==> src/rtl/alu_seq.sv <==
// Registered, parametrised ALU with a start/busy/done handshake.
// Single-cycle ops finish on the accept edge; MUL iterates one shift-add step per cycle.
module alu_seq #(
    parameter int WIDTH = 4,
    parameter int CNT_W = $clog2(WIDTH + 1)
) (
    input  logic             clk,
    input  logic             reset,
    input  logic             start,
    input  logic [WIDTH-1:0] A,
    input  logic [WIDTH-1:0] B,
    input  logic [3:0]       ALUControl,
    output logic [WIDTH-1:0] R,
    output logic             Z,
    output logic             N,
    output logic             V,
    output logic             C,
    output logic             busy,
    output logic             done
);

    typedef enum logic [1:0] {
        S_IDLE,
        S_MUL,
        S_DONE
    } state_t;

    localparam logic [3:0] OP_ADD = 4'b0000;
    localparam logic [3:0] OP_SUB = 4'b0001;
    localparam logic [3:0] OP_SHL = 4'b0100;
    localparam logic [3:0] OP_SHR = 4'b0101;
    localparam logic [3:0] OP_AND = 4'b0110;
    localparam logic [3:0] OP_OR  = 4'b0111;
    localparam logic [3:0] OP_XOR = 4'b1000;
    localparam logic [3:0] OP_MUL = 4'b1001;

    localparam logic [WIDTH-1:0] WIDTH_V  = WIDTH'(WIDTH);
    localparam logic [CNT_W-1:0] LAST_CNT = CNT_W'(WIDTH - 1);

    state_t               state_q;
    logic [WIDTH-1:0]     r_q;
    logic                 z_q, n_q, v_q, c_q;
    logic [2*WIDTH-1:0]   mcand_q;
    logic [WIDTH-1:0]     mplier_q;
    logic [2*WIDTH-1:0]   acc_q;
    logic [CNT_W-1:0]     cnt_q;

    logic [WIDTH:0]       sum;
    logic [WIDTH:0]       diff;
    logic [2*WIDTH-1:0]   shlWide;
    logic [2*WIDTH-1:0]   shrWide;
    logic [WIDTH-1:0]     res_d;
    logic                 c_d, v_d;
    logic [2*WIDTH-1:0]   acc_d;

    // Shifts go through a double-width window so the last bit shifted out
    // always lands at a fixed position (bit WIDTH for SHL, WIDTH-1 for SHR).
    always_comb begin
        sum     = {1'b0, A} + {1'b0, B};
        diff    = {1'b0, A} + {1'b0, ~B} + (WIDTH + 1)'(1);
        shlWide = {{WIDTH{1'b0}}, A} << B;
        shrWide = {A, {WIDTH{1'b0}}} >> B;
        res_d   = '0;
        c_d     = 1'b0;
        v_d     = 1'b0;
        case (ALUControl)
            OP_ADD: begin
                res_d = sum[WIDTH-1:0];
                c_d   = sum[WIDTH];
                v_d   = (A[WIDTH-1] == B[WIDTH-1]) && (sum[WIDTH-1] != A[WIDTH-1]);
            end
            OP_SUB: begin
                res_d = diff[WIDTH-1:0];
                c_d   = diff[WIDTH];
                v_d   = (A[WIDTH-1] != B[WIDTH-1]) && (diff[WIDTH-1] != A[WIDTH-1]);
            end
            OP_AND: res_d = A & B;
            OP_OR:  res_d = A | B;
            OP_XOR: res_d = A ^ B;
            OP_SHL: begin
                if (B == '0) begin
                    res_d = A;
                end else if (B <= WIDTH_V) begin
                    res_d = shlWide[WIDTH-1:0];
                    c_d   = shlWide[WIDTH];
                end
            end
            OP_SHR: begin
                if (B == '0) begin
                    res_d = A;
                end else if (B <= WIDTH_V) begin
                    res_d = shrWide[2*WIDTH-1:WIDTH];
                    c_d   = shrWide[WIDTH-1];
                end
            end
            default: begin
                res_d = '0;
            end
        endcase
    end

    always_comb begin
        acc_d = mplier_q[0] ? (acc_q + mcand_q) : acc_q;
    end

    // A start seen in DONE is accepted exactly as in IDLE, which allows
    // back-to-back operations.
    always_ff @(posedge clk) begin
        if (reset) begin
            state_q  <= S_IDLE;
            r_q      <= '0;
            z_q      <= 1'b0;
            n_q      <= 1'b0;
            v_q      <= 1'b0;
            c_q      <= 1'b0;
            mcand_q  <= '0;
            mplier_q <= '0;
            acc_q    <= '0;
            cnt_q    <= '0;
        end else begin
            case (state_q)
                S_IDLE, S_DONE: begin
                    if (start) begin
                        if (ALUControl == OP_MUL) begin
                            state_q  <= S_MUL;
                            mcand_q  <= {{WIDTH{1'b0}}, A};
                            mplier_q <= B;
                            acc_q    <= '0;
                            cnt_q    <= '0;
                        end else begin
                            state_q <= S_DONE;
                            r_q     <= res_d;
                            z_q     <= (res_d == '0);
                            n_q     <= res_d[WIDTH-1];
                            v_q     <= v_d;
                            c_q     <= c_d;
                        end
                    end else begin
                        state_q <= S_IDLE;
                    end
                end
                S_MUL: begin
                    acc_q    <= acc_d;
                    mcand_q  <= mcand_q << 1;
                    mplier_q <= mplier_q >> 1;
                    cnt_q    <= cnt_q + CNT_W'(1);
                    if (cnt_q == LAST_CNT) begin
                        state_q <= S_DONE;
                        r_q     <= acc_d[WIDTH-1:0];
                        z_q     <= (acc_d[WIDTH-1:0] == '0);
                        n_q     <= acc_d[WIDTH-1];
                        v_q     <= 1'b0;
                        c_q     <= |acc_d[2*WIDTH-1:WIDTH];
                    end
                end
                default: state_q <= S_IDLE;
            endcase
        end
    end

    assign R    = r_q;
    assign Z    = z_q;
    assign N    = n_q;
    assign V    = v_q;
    assign C    = c_q;
    assign busy = (state_q == S_MUL);
    assign done = (state_q == S_DONE);

endmodule

==> config.mk <==
export PLATFORM = sky130hd
export DESIGN_NAME = alu_seq
export DESIGN_NICKNAME = d
export VERILOG_FILES = /design/src/rtl/alu_seq.sv
export SDC_FILE = /design/constraint.sdc
export NUM_CORES = 1
export LEC_CHECK = 0
export CAP_MARGIN = 5
export CORE_MARGIN = 4
export CORE_UTILIZATION = 55
export CTS_CLUSTER_SIZE = 25
export DETAILED_ROUTE_END_ITERATION = 8
export DONT_BUFFER_PORTS = 1
export PLACE_DENSITY = 0.8
export SYNTH_ARGS = -nofsm -noshare
export SYNTH_HDL_FRONTEND = slang
export SYNTH_SLANG_ARGS = --single-unit
==> constraint.sdc <==
create_clock -name clk -period 2.98 [get_ports clk]
set_input_delay 0.596 -clock clk [delete_from_list [all_inputs] [get_ports clk]]
set_output_delay 0.596 -clock clk [all_outputs]
set_load 0.1 [all_outputs]
; ---- After elaboration in Yosys (flattened, before gate mapping)
; Cells that the tools add are included.
[totals]
output_inout_bits = 10
input_bits = 15
reg_bits = 33
[op_classes]
muxes = 48
addsub = 5
n_lt_le_gt_ge = 1
reduce_logical = 12
bitwise = 4
eq_ne = 18
shifts = 2
[op_table]
columns = op, n
row1 = 8-bit 2-to-1 mux, 5
row2 = 4-bit 2-to-1 mux, 9
row3 = 8-bit one-hot mux with 2 select lines, 2
row4 = 4-bit one-hot mux with 7 select lines, 1
row5 = "4-bit by 3-bit == test with 1-bit output, second input constant", 4
row6 = 4-bit logical NOT, 4
row7 = 1-bit 2-to-1 mux, 16
row8 = 4-bit one-hot mux with 2 select lines, 2
row9 = 4-bit by 4-bit adder with 5-bit output, 2
row10 = 1-bit one-hot mux with 2 select lines, 5
row11 = 8-bit adder, 1
row12 = "4-bit == test, second input constant", 2
row13 = 8-bit by 4-bit >> shifter with 8-bit output, 1
row14 = 2-bit 2-to-1 mux, 3
row15 = 3-bit 2-to-1 mux, 2
row16 = "2-bit inequality test, second input constant", 3
row17 = 3-bit one-hot mux with 2 select lines, 1
row18 = "5-bit by 1-bit adder with 5-bit output, second input constant", 1
row19 = 4-bit by 4-bit << shifter with 5-bit output, 1
row20 = 4-bit AND, 1
row21 = "4-bit by 1-bit == test with 1-bit output, second input constant", 1
row22 = "4-bit by 3-bit less-or-equal comparator with 1-bit output, second input constant", 1
row23 = 4-bit NOT, 1
row24 = 4-bit OR, 1
row25 = other kinds (17), 20

; ---- Longest topological paths before layout
[depth]
ltp_word = 9
mapped_depth = 10
ltp_nobuf = 10

; ---- Worst setup path after synthesis
; No wires, ideal clock.
[synth_timing]
kind = input to register
from = input port B[1]
to = register z_q, in the netlist Z
required_ns = 2.889
setup_slack_ns = 0.606
path_buffers = 1
stages = 10
arrival_ns = 2.283
path_cell_list = buf_4 inv_1 ha_1 a21o_1 a21oi_1 mux2i_1 xor2_1 a211oi_2 nand3b_1 a311oi_1
[synth_via]
elab_chain_len = 8
elab_cells_between_ends = 20
classes_between = add/sub: 3 / order compare: 1 / shift: 2 / mux: 8 / bitwise: 4 / reduce/logical: 2
[synth_rtl]
columns = element, line_no
row1 = "start, declared", 11  ; input logic [WIDTH-1:0] B,
row2 = "4-bit NOT, or another cell as far along", 60  ; diff = {1'b0, A} + {1'b0, ~B} + (WIDTH + 1)'(1);
row3 = "4-bit by 4-bit adder with 5-bit output, or another cell as far along", 60
row4 = "5-bit by 1-bit adder with 5-bit output, or another cell as far along", 60
row5 = 4-bit one-hot mux with 7 select lines (*), 66  ; case (ALUControl)
row6 = 4-bit logical NOT (*), 133  ; z_q <= (res_d == '0);
row7 = 1-bit 2-to-1 mux (*), 124  ; if (ALUControl == OP_MUL) begin
row8 = 1-bit 2-to-1 mux (*), 123  ; if (start) begin
row9 = 1-bit one-hot mux with 2 select lines (*), 121  ; case (state_q)
row10 = "end signal, assigned", 133
row11 = "end signal, assigned", 150  ; z_q <= (acc_d[WIDTH-1:0] == '0);
row12 = "end, declared", 42  ; logic z_q, n_q, v_q, c_q;
; Every way passes the cells marked *; elsewhere a longest branch is shown, timed or not. The select of a mux whose other input is x is not followed.
; A chain may end at the register's enable or synchronous reset.

; ---- Final worst setup path
[layout_timing]
from = register mcand_q[0]
to = register c_q, in the netlist C
[layout_via]
elab_chain_len = 5
[layout_rtl]
columns = element, line_no
row1 = "start, declared", 43  ; logic [2*WIDTH-1:0] mcand_q;
row2 = "start signal, assigned", 126  ; mcand_q <= {{WIDTH{1'b0}}, A};
row3 = "start signal, assigned", 144  ; mcand_q <= mcand_q << 1;
row4 = 8-bit adder, 103  ; acc_d = mplier_q[0] ? (acc_q + mcand_q) : acc_q;
row5 = 8-bit 2-to-1 mux, 103
row6 = 4-bit OR reduction, 153  ; c_q <= |acc_d[2*WIDTH-1:WIDTH];
row7 = 1-bit 2-to-1 mux, 147  ; if (cnt_q == LAST_CNT) begin
row8 = 1-bit one-hot mux with 2 select lines, 121
row9 = "end signal, assigned", 153
row10 = "end, declared", 42
; No other way between the ends. The select of a mux whose other input is x is not followed.

==> impl_metrics.tcl <==
set metrics [dict create \
    status "finished clean" \
    rsz0062_at_grt "false" \
    power_density_nw_per_um2 383.2 \
    finalWirelength_mm 6.157 \
    ioPinCount 25 \
    clock-sinks 32 \
    core-area_um2 4414 \
    grt_max_degree 34 \
    post_dp_cell_area_um2 2519 \
    finClkSkew_ps 9.446 \
    clk_root_buffer_cell "clkbuf_8" \
    crit_type "reg -> reg" \
    syn_area_um2 2556 \
    worst_pin_slew_ps 1010 \
    crit_chain "ha_1 -> inv_1 -> fa_1 -> nand2b_1 -> a21oi_1 -> xor2_1 -> nor3b_1 -> o311ai_1 -> a41oi_1 -> a311oi_1" \
    fmax_mhz 421.6 \
    vias_per_cell 6.241 \
    antenna_found_initial 0 \
    met2_usage 0.3168 \
    grt.overflow.total 0 \
    clkTransAtPathRegs_ps 70 \
    synth_nets 370 \
    fill_cells 395 \
    clk_latency_ps 280 \
    dp.cells 365 \
    worstHoldPathType "in -> reg" \
    io_buffers 0 \
    cp_max_fo 3 \
    post-dp-hpwl_mm 4.522 \
    ant_nets 0 \
    postCtsSetupBuffers 0 \
    synthArstFlopShare 0 \
    worst_path_max_delay_cell "fa_1" \
    cp.arrival_ps 2560 \
    design_power_total_uw 1001 \
    yosysUniqueCellTypes 52 \
    seq_area_um2 641.9 \
    final_area_um2 2613 \
    drive_gt1_frac 0.07788 \
    fin_util 0.5918 \
    cp-end-kind "flop" \
    fin_crit_sh 0.7960 \
    layout_min_cycle_time_ps 2372 \
    r2r_slack_ps 610 \
    ys_ff_latch 32 \
    die_w_um 76.18 \
    nets 360 \
    rows 24 \
    netlist_instances 330 \
    slew_headroom 0.3265 \
    grt_usage 0.2067 \
    yosys_most_used_dff "dfxtp_1" \
    syn_avg_cell_area_um2 7.746 \
    start_kind "flop" \
    via_count 2328 \
    ctsHoldBuffers 0 \
    post_cts_resized 0 \
    p_leak_uw 0.001041 \
    crit_path_max_incr_delay_ps 400 \
    cts_made_buffers 5 \
    final_cell_mix "nor2_1 (41), nand2_1 (36), a21oi_1 (34), dfxtp_1 (31), ha_1 (22)" \
    yosys_warnings 0 \
    setup_viol 0 \
    ys_seq_area_frac 0.2506 \
    grt_pass1_wl_mm 10.11 \
    clock_path_buffers 2 \
    first_iter_violations 242 \
    hold_viol_final 0 \
    final_common_cell "nor2_1" \
    drc 0 \
    gp_congestion 0.8817 \
    n_antenna_cell 0 \
    finalMaxSlewViolations 0 \
    routedWlPerCell_um 16.51 \
    synth_edf_count 0 \
    tns_ps 0 \
    die_h_um 76.18 \
    peakVddDrop_uv 206.0 \
    grt.busiest_layer "met2" \
    area_growth_pct 2.203 \
    drt_pass1_iterations 5 \
    cts_htree_levels 2 \
    fin_cells 373 \
    met1_usage 0.2743 \
    cap_violations 0 \
    grt_pass1_vias 2166 \
    die_area_um2 5803 \
    use_met3 0.06265 \
    start_util 0.5791 \
    multi_input_area_um2 1725 \
    cts_tree "yes" \
    crit_required_ps 3170 \
]
[flip-flops by register name, summed over array words and instances, names as in the netlist]
name and cells:
acc_q 8, mcand_q 8, R 4, mplier_q 4, cnt_q 3, state_q 2, C 1, V 1
Z 1
[worst max-delay path, delay by kind of cell, from the launching register on]
| kind | cells | cell delay [ps] |
|---|---|---|
| and+or+nand+nor | 2 | 230 |
| adders and majority gates | 2 | 600 |
| buffers and inverters | 1 | 70 |
| xor gates and xnor gates | 1 | 200 |
| AOI/OAI and AO/OA | 4 | 830 |
| DFF | 1 | 350 |
[final timing paths]
path,endpoint,cells after the start,startpoint
worst max-delay path,C$_SDFFE_PP0P_,10,mcand_q[0]$_SDFFE_PP0P_
worst min-delay path,R[3]$_SDFFE_PP0P_,1,reset
worst max register to register,C$_SDFFE_PP0P_,10,mcand_q[0]$_SDFFE_PP0P_
worst min register to register,mcand_q[5]$_SDFFE_PP0P_,2,mcand_q[4]$_SDFFE_PP0P_
[cell type report]
class,instances,area share
clock buffer,7,0.03305
multi-input combinational,262,0.6604
tap,52,0.02490
inverter,15,0.02155
timing repair buffer,4,0.01149
sequential,32,0.2457
clock inverter,1,0.002874
[layer usage]
| layer | routed length [µm] | vias to the layer above |
|---|---|---|
| li1 | - | 1153 |
| met1 | 2901 | 1079 |
| met2 | 2734 | 83 |
| met3 | 411 | 13 |
| met4 | 109 | 0 |
| met5 | 0 | - |
[cell families after synthesis]
kind of cell	share of synthesized area
simple gates	0.2447
compound gates	0.2261
buf+inv	0.07537
flops	0.2506
fa+ha+maj	0.1312
mux	0.04454
xor+xnor	0.02741
[metrics by stage]
step	hold WS, ps	setup slack, ps
after CTS	364.9	605.7
after global routing	361.1	437.0
final	370.6	608.0
after global placement	450.1	549.6
after floorplan	448.2	605.7
after detailed placement	456.8	486.7
[where the power goes]
part | internal [µW] | leakage [µW] | switching, µW
Combinational | 67.0 | 0.000736 | 91.5
Clock | 188 | 0.0000445 | 160
Sequential | 438 | 0.000260 | 57.4
Total | 693 | 0.00104 | 309
[synth_stat cells (2+ instances only)]
cell	n	area, µm²
nor2_1	41	153.9
nand2_1	36	135.1
a21oi_1	34	170.2
dfxtp_1	32	640.6
ha_1	22	275.3
nand3_1	18	90.09
inv_1	14	52.55
a311oi_1	9	78.83
nor3_1	9	45.04
mux2i_1	8	80.08
nand2b_1	8	50.05
o21ai_0	8	40.04
a31oi_1	6	37.54
buf_2	6	30.03
clkbuf_1	6	22.52
a32oi_1	5	43.79
buf_6	5	56.30
a21o_1	4	30.03
nor3b_1	4	30.03
xnor2_1	4	35.03
xor2_1	4	35.03
a211oi_1	3	22.52
and3_1	3	18.77
buf_4	3	22.52
fa_1	3	60.06
mux2_2	3	33.78
o21bai_1	3	22.52
nand3b_1	2	15.01
nor2b_1	2	12.51
o22ai_1	2	12.51
o2bb2ai_1	2	17.52
Power figures use the tool's default switching activity.
